**src/rtl/tof_frame_readout_fsm_if.sv**
```systemverilog
// Control, framebuffer read port and pixel stream of the ToF frame readout.
// abort/aborted are present only when TOF_READOUT_ABORT_EN is defined.
interface tof_frame_readout_fsm_if #(
    parameter int unsigned COORD_W = 8
);
    logic               start_scan;
    logic               busy;
    logic               done;
    logic               rd_en;
    logic [COORD_W-1:0] rd_x;
    logic [COORD_W-1:0] rd_y;
    logic               rd_data;
    logic               pix_valid;
    logic               pix_ready;
    logic               pix_data;
    logic [COORD_W-1:0] pix_x;
    logic [COORD_W-1:0] pix_y;
    logic               pix_sof;
    logic               pix_eol;
    logic               pix_eof;
`ifdef TOF_READOUT_ABORT_EN
    logic               abort;
    logic               aborted;
`endif

    // Readout engine side
    modport master (
`ifdef TOF_READOUT_ABORT_EN
        input  abort,
        output aborted,
`endif
        input  start_scan, rd_data, pix_ready,
        output busy, done, rd_en, rd_x, rd_y,
        output pix_valid, pix_data, pix_x, pix_y, pix_sof, pix_eol, pix_eof
    );

    // Controller / framebuffer / host side
    modport slave (
`ifdef TOF_READOUT_ABORT_EN
        output abort,
        input  aborted,
`endif
        output start_scan, rd_data, pix_ready,
        input  busy, done, rd_en, rd_x, rd_y,
        input  pix_valid, pix_data, pix_x, pix_y, pix_sof, pix_eol, pix_eof
    );
endinterface

```
**src/rtl/tof_frame_readout_fsm.sv**
```systemverilog
// Raster readout of the 256x256 1-bit ToF framebuffer into a valid/ready pixel stream.
// Optional scan abort is enabled by defining TOF_READOUT_ABORT_EN.
module tof_frame_readout_fsm #(
    parameter int unsigned ADDR_W     = 16,
    parameter int unsigned RD_LAT     = 1,
    parameter int unsigned FIFO_DEPTH = 4
) (
    input  logic                    clk_sys,
    input  logic                    rst_sys_n,
    tof_frame_readout_fsm_if.master bus
);
    localparam int unsigned COORD_W = ADDR_W / 2;
    localparam int unsigned PTR_W   = $clog2(FIFO_DEPTH);
    localparam int unsigned CNT_W   = PTR_W + 1;
    localparam int unsigned SUM_W   = CNT_W + 1;

    typedef enum logic [1:0] { S_IDLE, S_ISSUE, S_DRAIN } state_t;

    state_t             r_state, w_state_nxt;
    logic               r_busy, w_busy_nxt;
    logic               r_done, w_done_nxt;
    logic [ADDR_W-1:0]  r_addr;

    logic [RD_LAT-1:0]  r_dl_vld;
    logic [COORD_W-1:0] r_dl_x [RD_LAT];
    logic [COORD_W-1:0] r_dl_y [RD_LAT];
    logic [CNT_W-1:0]   w_outstanding;

    logic               r_fifo_d [FIFO_DEPTH];
    logic [COORD_W-1:0] r_fifo_x [FIFO_DEPTH];
    logic [COORD_W-1:0] r_fifo_y [FIFO_DEPTH];
    logic [PTR_W-1:0]   r_wr_ptr, r_rd_ptr;
    logic [CNT_W-1:0]   r_count;

    logic               w_start, w_credit, w_issue, w_push, w_pop, w_valid, w_final;
    logic               w_abort_hit, w_discard;
    logic [COORD_W-1:0] w_head_x, w_head_y;

`ifdef TOF_READOUT_ABORT_EN
    logic r_aborting, w_aborting_nxt;
    logic r_aborted,  w_aborted_nxt;

    assign w_abort_hit = bus.abort && r_busy && !r_aborting;
    assign w_discard   = w_abort_hit || r_aborting;
    assign bus.aborted = r_aborted;
`else
    assign w_abort_hit = 1'b0;
    assign w_discard   = 1'b0;
`endif

    // Reads in flight = valid stages of the return delay line
    always_comb begin
        w_outstanding = '0;
        for (int i = 0; i < RD_LAT; i++) begin
            w_outstanding = w_outstanding + CNT_W'(r_dl_vld[i]);
        end
    end

    // Credit uses the registered count only; a same-cycle pop earns nothing
    assign w_credit = (SUM_W'(r_count) + SUM_W'(w_outstanding)) < SUM_W'(FIFO_DEPTH);
    assign w_start  = (r_state == S_IDLE) && bus.start_scan;
    assign w_issue  = (r_state == S_ISSUE) && w_credit;
    assign w_valid  = (r_count != '0);
    assign w_pop    = w_valid && bus.pix_ready;
    assign w_push   = r_dl_vld[RD_LAT-1] && !w_discard;
    assign w_final  = w_pop && (r_count == CNT_W'(1)) && (w_outstanding == '0);

    always_ff @(posedge clk_sys or negedge rst_sys_n) begin
        if (!rst_sys_n) begin
            r_state <= S_IDLE;
            r_busy  <= 1'b0;
            r_done  <= 1'b0;
`ifdef TOF_READOUT_ABORT_EN
            r_aborting <= 1'b0;
            r_aborted  <= 1'b0;
`endif
        end else begin
            r_state <= w_state_nxt;
            r_busy  <= w_busy_nxt;
            r_done  <= w_done_nxt;
`ifdef TOF_READOUT_ABORT_EN
            r_aborting <= w_aborting_nxt;
            r_aborted  <= w_aborted_nxt;
`endif
        end
    end

    always_comb begin
        w_state_nxt = r_state;
        w_busy_nxt  = r_busy;
        w_done_nxt  = 1'b0;
`ifdef TOF_READOUT_ABORT_EN
        w_aborting_nxt = r_aborting;
        w_aborted_nxt  = 1'b0;
`endif
        case (r_state)
            S_IDLE: begin
                if (w_start) begin
                    w_state_nxt = S_ISSUE;
                    w_busy_nxt  = 1'b1;
                end
            end
            S_ISSUE: begin
`ifdef TOF_READOUT_ABORT_EN
                if (w_abort_hit) begin
                    w_state_nxt    = S_DRAIN;
                    w_aborting_nxt = 1'b1;
                end else
`endif
                if (w_issue && (r_addr == '1)) begin
                    w_state_nxt = S_DRAIN;
                end
            end
            S_DRAIN: begin
`ifdef TOF_READOUT_ABORT_EN
                if (w_abort_hit) begin
                    w_aborting_nxt = 1'b1;
                end else if (r_aborting) begin
                    if (w_outstanding == '0) begin
                        w_state_nxt    = S_IDLE;
                        w_busy_nxt     = 1'b0;
                        w_aborting_nxt = 1'b0;
                        w_aborted_nxt  = 1'b1;
                    end
                end else
`endif
                if (w_final) begin
                    w_state_nxt = S_IDLE;
                    w_busy_nxt  = 1'b0;
                    w_done_nxt  = 1'b1;
                end
            end
            default: w_state_nxt = S_IDLE;
        endcase
    end

    // Raster address; wraps to 0 naturally on the last issue
    always_ff @(posedge clk_sys or negedge rst_sys_n) begin
        if (!rst_sys_n) begin
            r_addr <= '0;
        end else if (w_start) begin
            r_addr <= '0;
        end else if (w_issue) begin
            r_addr <= r_addr + ADDR_W'(1);
        end
    end

    always_ff @(posedge clk_sys or negedge rst_sys_n) begin
        if (!rst_sys_n) begin
            r_dl_vld <= '0;
            for (int i = 0; i < RD_LAT; i++) begin
                r_dl_x[i] <= '0;
                r_dl_y[i] <= '0;
            end
        end else begin
            r_dl_vld[0] <= w_issue;
            r_dl_x[0]   <= r_addr[COORD_W-1:0];
            r_dl_y[0]   <= r_addr[ADDR_W-1:COORD_W];
            for (int i = 1; i < RD_LAT; i++) begin
                r_dl_vld[i] <= r_dl_vld[i-1];
                r_dl_x[i]   <= r_dl_x[i-1];
                r_dl_y[i]   <= r_dl_y[i-1];
            end
        end
    end

    always_ff @(posedge clk_sys or negedge rst_sys_n) begin
        if (!rst_sys_n) begin
            r_wr_ptr <= '0;
            r_rd_ptr <= '0;
            r_count  <= '0;
        end else if (w_abort_hit) begin
            r_wr_ptr <= '0;
            r_rd_ptr <= '0;
            r_count  <= '0;
        end else begin
            if (w_push) r_wr_ptr <= r_wr_ptr + PTR_W'(1);
            if (w_pop)  r_rd_ptr <= r_rd_ptr + PTR_W'(1);
            r_count <= r_count + CNT_W'(w_push) - CNT_W'(w_pop);
        end
    end

    // Storage is not reset; everything it feeds is gated by w_valid
    always_ff @(posedge clk_sys) begin
        if (w_push) begin
            r_fifo_d[r_wr_ptr] <= bus.rd_data;
            r_fifo_x[r_wr_ptr] <= r_dl_x[RD_LAT-1];
            r_fifo_y[r_wr_ptr] <= r_dl_y[RD_LAT-1];
        end
    end

    assign w_head_x = w_valid ? r_fifo_x[r_rd_ptr] : '0;
    assign w_head_y = w_valid ? r_fifo_y[r_rd_ptr] : '0;

    assign bus.busy      = r_busy;
    assign bus.done      = r_done;
    assign bus.rd_en     = w_issue;
    assign bus.rd_x      = r_addr[COORD_W-1:0];
    assign bus.rd_y      = r_addr[ADDR_W-1:COORD_W];
    assign bus.pix_valid = w_valid;
    assign bus.pix_data  = w_valid && r_fifo_d[r_rd_ptr];
    assign bus.pix_x     = w_head_x;
    assign bus.pix_y     = w_head_y;
    assign bus.pix_sof   = w_valid && (w_head_x == '0) && (w_head_y == '0);
    assign bus.pix_eol   = w_valid && (w_head_x == '1);
    assign bus.pix_eof   = w_valid && (w_head_x == '1) && (w_head_y == '1);
endmodule

```
**src/flat_wrapper.sv**
```systemverilog
// flat-port wrapper written by rule: the top's interface ports become plain ports
module tof_frame_readout_fsm_flat 
#(
    parameter int unsigned ADDR_W     = 16,
    parameter int unsigned RD_LAT     = 1,
    parameter int unsigned FIFO_DEPTH = 4
)
  (clk_sys, rst_sys_n, bus_start_scan, bus_rd_data, bus_pix_ready, bus_busy, bus_done, bus_rd_en, bus_rd_x, bus_rd_y, bus_pix_valid, bus_pix_data, bus_pix_x, bus_pix_y, bus_pix_sof, bus_pix_eol, bus_pix_eof);
  tof_frame_readout_fsm_if bus_i ();
  input  logic clk_sys;
  input  logic rst_sys_n;
  input wire logic [$bits(bus_i.start_scan)-1:0] bus_start_scan;
  input wire logic [$bits(bus_i.rd_data)-1:0] bus_rd_data;
  input wire logic [$bits(bus_i.pix_ready)-1:0] bus_pix_ready;
  output wire logic [$bits(bus_i.busy)-1:0] bus_busy;
  output wire logic [$bits(bus_i.done)-1:0] bus_done;
  output wire logic [$bits(bus_i.rd_en)-1:0] bus_rd_en;
  output wire logic [$bits(bus_i.rd_x)-1:0] bus_rd_x;
  output wire logic [$bits(bus_i.rd_y)-1:0] bus_rd_y;
  output wire logic [$bits(bus_i.pix_valid)-1:0] bus_pix_valid;
  output wire logic [$bits(bus_i.pix_data)-1:0] bus_pix_data;
  output wire logic [$bits(bus_i.pix_x)-1:0] bus_pix_x;
  output wire logic [$bits(bus_i.pix_y)-1:0] bus_pix_y;
  output wire logic [$bits(bus_i.pix_sof)-1:0] bus_pix_sof;
  output wire logic [$bits(bus_i.pix_eol)-1:0] bus_pix_eol;
  output wire logic [$bits(bus_i.pix_eof)-1:0] bus_pix_eof;
  assign bus_i.start_scan = bus_start_scan;
  assign bus_i.rd_data = bus_rd_data;
  assign bus_i.pix_ready = bus_pix_ready;
  assign bus_busy = bus_i.busy;
  assign bus_done = bus_i.done;
  assign bus_rd_en = bus_i.rd_en;
  assign bus_rd_x = bus_i.rd_x;
  assign bus_rd_y = bus_i.rd_y;
  assign bus_pix_valid = bus_i.pix_valid;
  assign bus_pix_data = bus_i.pix_data;
  assign bus_pix_x = bus_i.pix_x;
  assign bus_pix_y = bus_i.pix_y;
  assign bus_pix_sof = bus_i.pix_sof;
  assign bus_pix_eol = bus_i.pix_eol;
  assign bus_pix_eof = bus_i.pix_eof;
  tof_frame_readout_fsm #(.ADDR_W(ADDR_W), .RD_LAT(RD_LAT), .FIFO_DEPTH(FIFO_DEPTH)) u_core (.clk_sys(clk_sys), .rst_sys_n(rst_sys_n), .bus(bus_i));
endmodule
```
**config.mk**
```make
export PLATFORM = sky130hd
export DESIGN_NAME = tof_frame_readout_fsm_flat
export DESIGN_NICKNAME = d
export VERILOG_FILES = /design/src/rtl/tof_frame_readout_fsm_if.sv /design/src/rtl/tof_frame_readout_fsm.sv /design/src/flat_wrapper.sv
export SDC_FILE = /design/constraint.sdc
export NUM_CORES = 1
export LEC_CHECK = 0
export CAP_MARGIN = 30
export CORE_MARGIN = 5
export CORE_UTILIZATION = 56
export DETAILED_ROUTE_END_ITERATION = 7
export MAX_ROUTING_LAYER = met4
export PLACE_DENSITY = 0.79
export SYNTH_ARGS = -nofsm -noshare
export SYNTH_HDL_FRONTEND = slang
export SYNTH_SLANG_ARGS = --single-unit
```
**constraint.sdc**
```tcl
create_clock -name clk_sys -period 2.5 [get_ports clk_sys]
set_input_delay 0.625 -clock clk_sys [delete_from_list [all_inputs] [get_ports clk_sys]]
set_output_delay 0.625 -clock clk_sys [all_outputs]
set_load 0.005 [all_outputs]
```
==> results.json, run 1 <==
{
  "cts_hold_buf": 0,
  "max_cap_viol_count": 0,
  "clk_pin_slew_worst_paths_ns": 0.11,
  "grt_first_pass_wirelength_um": 14900,
  "vias_per_cell": 5.60,
  "p_switching_mw": 2.26,
  "synth_flop_cell": "edfxtp_1",
  "grt_remaining_overflow": 0,
  "coreArea_um2": 8090,
  "yosys_warnings": 0,
  "p_int_mw": 4.81,
  "synth-seq-cells": 112,
  "relSlewSlack_pct": 48.6,
  "fp-row-count": 33,
  "p_per_area_nw_per_um2": 1240,
  "synth_area_um2": 4560,
  "wl_um": 9090,
  "placedCellCount": 455,
  "status": "finished with violations",
  "clockPowerShare_pct": 13.6,
  "design_area_um2": 5720,
  "fin_crit_ns": 2.98,
  "cts_buffers": 9,
  "skew_ns": 0.0102,
  "hold_viol_final": 0,
  "synth_edf_count": 68,
  "ios": 45,
  "layout_setup_ws_ns": -0.482,
  "drtIter0Drc": 167,
  "arrival_ns": 2.36,
  "die_x_um": 100,
  "finalSetupViolCount": 19,
  "synthCells": 284,
  "place_ws_ns": -0.464,
  "portBuffers": 44,
  "syn_area_per_cell_um2": 16.1,
  "cts_tree": "done",
  "htree_levels": 3,
  "first_global_vias": 2838,
  "swShare_pct": 32.0,
  "combPwrFrac_pct": 45.6,
  "holdWs_ns": 0.325,
  "fin_nets": 390,
  "initial_core_util_pct": 56.4,
  "clk_latency_ns": 0.36,
  "cts_num_sinks": 112,
  "dp_hpwl_um": 5920,
  "wl_per_cell_um": 18.7,
  "drt_pass1_iterations": 4,
  "grt_max_degree": 45,
  "violations": "negative setup slack",
  "hold_class": "input pin to async pin",
  "cp.required_ns": 1.88,
  "dieArea_um2": 10100,
  "seqPwrFrac_pct": 40.8,
  "rsz0062_at_grt": "true",
  "tightest_slew_ns": 0.770,
  "leakagePower_nw": 2.24,
  "endpoint_kind": "output pin",
  "finalPower_mw": 7.07,
  "antenna_found_initial": 0,
  "fmax_ghz": 0.335,
  "crit_fanout": 7,
  "grt_usage_pct": 20.0,
  "clock_path_buffers": 2,
  "syn_nets": 297,
  "placed_area_um2": 5320,
  "fin_crit_sh_pct": 119,
  "die_h_um": 100,
  "root_buffer": "clkbuf_8",
  "drive_gt1_share_pct": 31.9,
  "worstSetupPathType": "flip-flop to output pin",
  "area_growth_pct": 25.4,
  "drtAntennaViolNets": 0,
  "ys_seq_area_share_pct": 68.9,
  "start_kind": "flip-flop",
  "drc": 0,
  "place_congestion": 0.870,
  "drv_slew": 0,
  "crit_path_start": "u_core.r_rd_ptr[0]",
  "fin_cells": 487,
  "vias": 2727,
  "antenna_cells": 0,
  "yosys.cell_types.count": 42,
  "r2r_start": "u_core.r_count[1]",
  "ir_drop_uv": 552,
  "synthArstFlopShare_pct": 39.3
}
-- final cells by class --
class | count | area [um^2]
Clock inverter | 7 | 53.8
Timing Repair Buffer | 92 | 880
Inverter | 11 | 41.3
Multi-Input combinational cell | 151 | 1350
Clock buffer | 9 | 124
Fill cell | 543 | 2370
Sequential cell | 112 | 3150
Tap cell | 105 | 131
-- cells in the final DEF, fill, tap and decap left out, drive strengths merged, types with 3 or more instances in the layout --
cell and count:
edfxtp 68, buf 66, dfrtp 44, and2 23, clkdlybuf4s50 22, mux4 17
inv 13, a21oi 12, nand2 12, nand3 11, clkbuf 10, o21ai 8
o31ai 7, ha 7, or4 6, nor2 5, or3 5, and4 5
clkinv 5, xnor2 4, and3 4, nor4 4, o211ai 3, nand4 3
-- sequential cells by signal (all words and copies together), names as in the netlist --
signal           count
u_core.r_fifo_x     32
u_core.r_fifo_y     32
u_core.r_addr       16
u_core.r_dl_x        8
u_core.r_dl_y        8
u_core.r_fifo_d      4
u_core.r_count       3
u_core.r_rd_ptr      2
u_core.r_state       2
u_core.r_wr_ptr      2
u_core.bus.busy      1
u_core.bus.done      1
u_core.r_dl_vld      1
-- power groups by stage --
stage               registers (mW)  logic [mW]  clock network [mW]
detailed placement            2.88        2.59                   0
CTS                           2.87        3.07               0.991
finish                        2.89        3.23               0.961
floorplan                     2.77        1.32                   0
global route                  2.94        3.50                1.07
global placement              2.84        2.53                   0
-- through the flow --
| step | utilization (%) | TNS [ns] |
|---|---|---|
| 6_report | 70.7 | -3.45 |
| 5_1_grt | 70.7 | -4.66 |
| 2_1_floorplan | - | 0 |
| 3_5_place_dp | 65.7 | -1.31 |
| 3_3_place_gp | 65.7 | -0.994 |
| 4_1_cts | 69.9 | -3.70 |
-- logic make-up after synthesis --
kind of cell,synth area share (%)
buf+inv,2.33
mux,9.52
flops,68.9
simple gates,11.1
xor+xnor,1.15
fa+ha+maj,2.36
compound gates,4.66
-- what timing repair did --
| item | 4_1_cts | 5_1_grt |
|---|---|---|
| resized for setup | 123 | 22 |
| cloned | 1 | 0 |
| hold endpoints to repair | 0 | 0 |
| setup buffers | 12 | 6 |
| endpoints found under the setup margin | 22 | 21 |
| pin swaps | 13 | 6 |
-- final timing paths --
| path | slack (ns) | endpoint | cells past startpoint |
|---|---|---|---|
| max in group asynchronous | 1.76 | u_core.r_count[2] | 2 |
| min in group clk_sys | 0.47 | u_core.r_dl_y[3] | 0 |
| worst min-delay path | 0.32 | u_core.bus.busy | 2 |
| worst max register to register | 0.37 | u_core.r_addr[13] | 8 |
| worst min register to register | 0.47 | u_core.r_dl_y[3] | 0 |
| worst max-delay path | -0.48 | bus_pix_sof | 6 |
-- critical path: stages, from the launching register on --
cell     delay, ns
dfrtp_2       0.47
buf_12        0.16
mux4_2        0.55
nor4_4        0.35
nand4_1       0.17
nor4_2        0.15
buf_2         0.15
-- routing by layer --
layer / share of wire (%) / routed length, um / GRT usage (%) / vias up
li1: - / - / - / 1265
met4: 2.3 / 212 / 7.15 / 0
met5: 0 / 0 / - / -
met2: 50 / 4510 / 30.8 / 90
met3: 4.4 / 396 / 3.20 / 17
met1: 44 / 3970 / 27.4 / 1355
-- Yosys cell counts (2+ instances only) --
library cell	count	share of area, %
edfxtp_1	68	45
nor3_1	2	0.22
and3_1	4	0.55
nand2_1	12	0.99
and4_1	4	0.77
nand4_1	3	0.41
nor4_2	2	0.55
mux4_2	6	3.0
inv_1	10	0.82
buf_2	3	0.33
xor2_1	2	0.38
or3_1	5	0.69
o211ai_1	3	0.49
dfrtp_1	44	24
a21oi_1	12	1.3
xnor2_1	4	0.77
and2_1	22	3.0
nor2_1	5	0.41
nor4_1	2	0.27
clkbuf_1	5	0.41
a31oi_1	2	0.27
o31ai_1	7	1.2
o21ai_0	7	0.77
mux4_1	11	6.3
nand3_1	11	1.2
or4_1	6	0.99
ha_1	7	1.9
(Power assumes the default switching activity.)
==> run 2, diff against run 1 <==
CAP_MARGIN = 5   (was 30)
CORE_ASPECT_RATIO = 1.25   (was default)
GPL_ROUTABILITY_DRIVEN = 1   (was default)
==> results.json, run 2 (synthesized netlist as in run 1, its figures left out) <==
{
  "drtIter0Drc": 180,
  "critPathTopFamily": "simple AND/OR/NAND/NOR gates",
  "r2r_setup_slack_ns": 0.08,
  "cp_slowest_cell": "mux4_2",
  "finalPower_mw": 7.32,
  "fin_crit_ns": 2.92,
  "holdWs_ns": 0.255,
  "drt_pass1_iterations": 4,
  "endpoint_kind": "output pin",
  "cp.depth": 6,
  "root_buffer": "clkbuf_8",
  "worstPathCellList": "buf_8 -> mux4_2 -> nor4_4 -> nand4_1 -> nor4_2 -> buf_2",
  "fp-row-count": 36,
  "place_congestion": 0.843,
  "vias": 2778,
  "antenna_found_initial": 0,
  "antenna_cells": 0,
  "status": "finished with violations",
  "r2r_start": "u_core.r_count[0]",
  "tightest_slew_ns": 0.748,
  "clock_path_buffers": 2,
  "skew_ns": 0.00846,
  "violations": "negative setup slack",
  "grt_max_degree": 26,
  "r2r_cells": 12,
  "ios": 45,
  "wl_per_cell_um": 19.3,
  "first_global_vias": 2829,
  "coreArea_um2": 7880,
  "fmax_ghz": 0.343,
  "grt_remaining_overflow": 0,
  "worstSetupPathType": "flip-flop to output pin",
  "p_per_area_nw_per_um2": 1260,
  "drc": 0,
  "layout_setup_ws_ns": -0.418,
  "crit_path_start": "u_core.r_rd_ptr[0]",
  "grt_usage_pct": 19.8,
  "place_ws_ns": -0.630,
  "relSlewSlack_pct": 50.1,
  "hold_class": "input pin to async pin",
  "fin_cells": 484,
  "portBuffers": 44,
  "cts_hold_buf": 0,
  "ir_drop_uv": 841,
  "hold_viol_final": 0,
  "start_kind": "flip-flop",
  "wl_um": 9350,
  "htree_levels": 3,
  "die_h_um": 111,
  "rsz0062_at_grt": "true",
  "crit_path_end": "bus_pix_sof",
  "cts_buffers": 9,
  "r2r-end": "u_core.r_state[1]",
  "die_x_um": 90.7,
  "leakagePower_nw": 2.29,
  "drv_slew": 0,
  "final_common_cell": "edfxtp_1",
  "dp_hpwl_um": 6050,
  "grt_first_pass_wirelength_um": 15000,
  "dieArea_um2": 10100,
  "final_cell_mix": "edfxtp_1, dfrtp_1, buf_6",
  "cts_tree": "done",
  "clk_pin_slew_worst_paths_ns": 0.10,
  "fin_crit_sh_pct": 117,
  "cp.required_ns": 1.88,
  "crit_fanout": 5,
  "vias_per_cell": 5.74,
  "clk_latency_ns": 0.35,
  "initial_core_util_pct": 57.9,
  "top_regs": "u_core.r_fifo_x: 32 flops, u_core.r_fifo_y: 32 flops, u_core.r_addr: 16 flops",
  "fin_nets": 397,
  "placedCellCount": 446,
  "arrival_ns": 2.29,
  "finalSetupTns_ns": -1.20,
  "area_growth_pct": 27.2,
  "cp_num_buf_inv": 2,
  "finalSetupViolCount": 12,
  "drtAntennaViolNets": 0,
  "cts_num_sinks": 112,
  "slowest_delay_ns": 0.56,
  "drive_gt1_share_pct": 35.7,
  "max_cap_viol_count": 0
}
run 2: cell count changes in the layout (fill, tap and decap cells not counted), sizes merged:
cell and change:
buf +6, clkbuf +5, clkinv -3, clkdlybuf4s15 -2
inv +2, clkdlybuf4s50 -1, dlygate4sd2 -1, dlymetal6s2s +1
run 2: final cells by class:
class | instances | area (um^2)
sequential | 112 | 3140
fill | 499 | 2080
multi-input combinational | 151 | 1380
timing repair buffer | 99 | 942
clock buffer | 10 | 128
tap | 95 | 119
clock inverter | 6 | 51.3
inverter | 11 | 41.3
run 2: how the worst min path moves through the flow:
stage | endpoint | slack, ns | cells past startpoint
final | u_core.r_dl_x[0] | 0.25 | 1
after global routing | u_core.r_dl_x[3] | 0.27 | 1
after CTS | u_core.r_dl_x[0] | 0.26 | 1
after detailed placement | u_core.r_dl_y[3] | 0.45 | 0
after global placement | u_core.r_dl_y[3] | 0.44 | 0
after floorplan | u_core.bus.busy | 0.33 | 0
run 2: layer usage:
| layer | part of all wire (%) | up-vias | GRT usage [%] | wire [um] |
|---|---|---|---|---|
| li1 | - | 1282 | - | - |
| met1 | 41 | 1397 | 25.3 | 3790 |
| met2 | 53 | 87 | 31.4 | 4990 |
| met3 | 4.6 | 12 | 4.01 | 429 |
| met4 | 1.4 | 0 | 7.75 | 133 |
| met5 | 0 | - | - | 0 |
run 2: what timing repair did:
| action | CTS | global route |
|---|---|---|
| setup endpoints to repair | 22 | 25 |
| setup buffers | 18 | 12 |
| pin swaps | 9 | 14 |
| gates resized for setup | 92 | 66 |
| cloned | 1 | 0 |
run 2: power breakdown:
part,switching (mW),internal (mW)
Clock,0.592,0.382
Sequential,0.338,2.55
Combinational,1.42,2.04
Total,2.35,4.97
run 2: through the flow:
stage	area, um^2	utilization (%)
global route	5800	73.6
detailed placement	5340	67.7
finish	5800	73.6
floorplan	4560	-
global placement	5340	67.7
CTS	5700	72.3
==> run 3, diff against run 2 <==
CTS_CLUSTER_SIZE = 14   (was default)
==> results of run 3 <==
No change in the layout: final DEF, timing and power equal those of run 2.
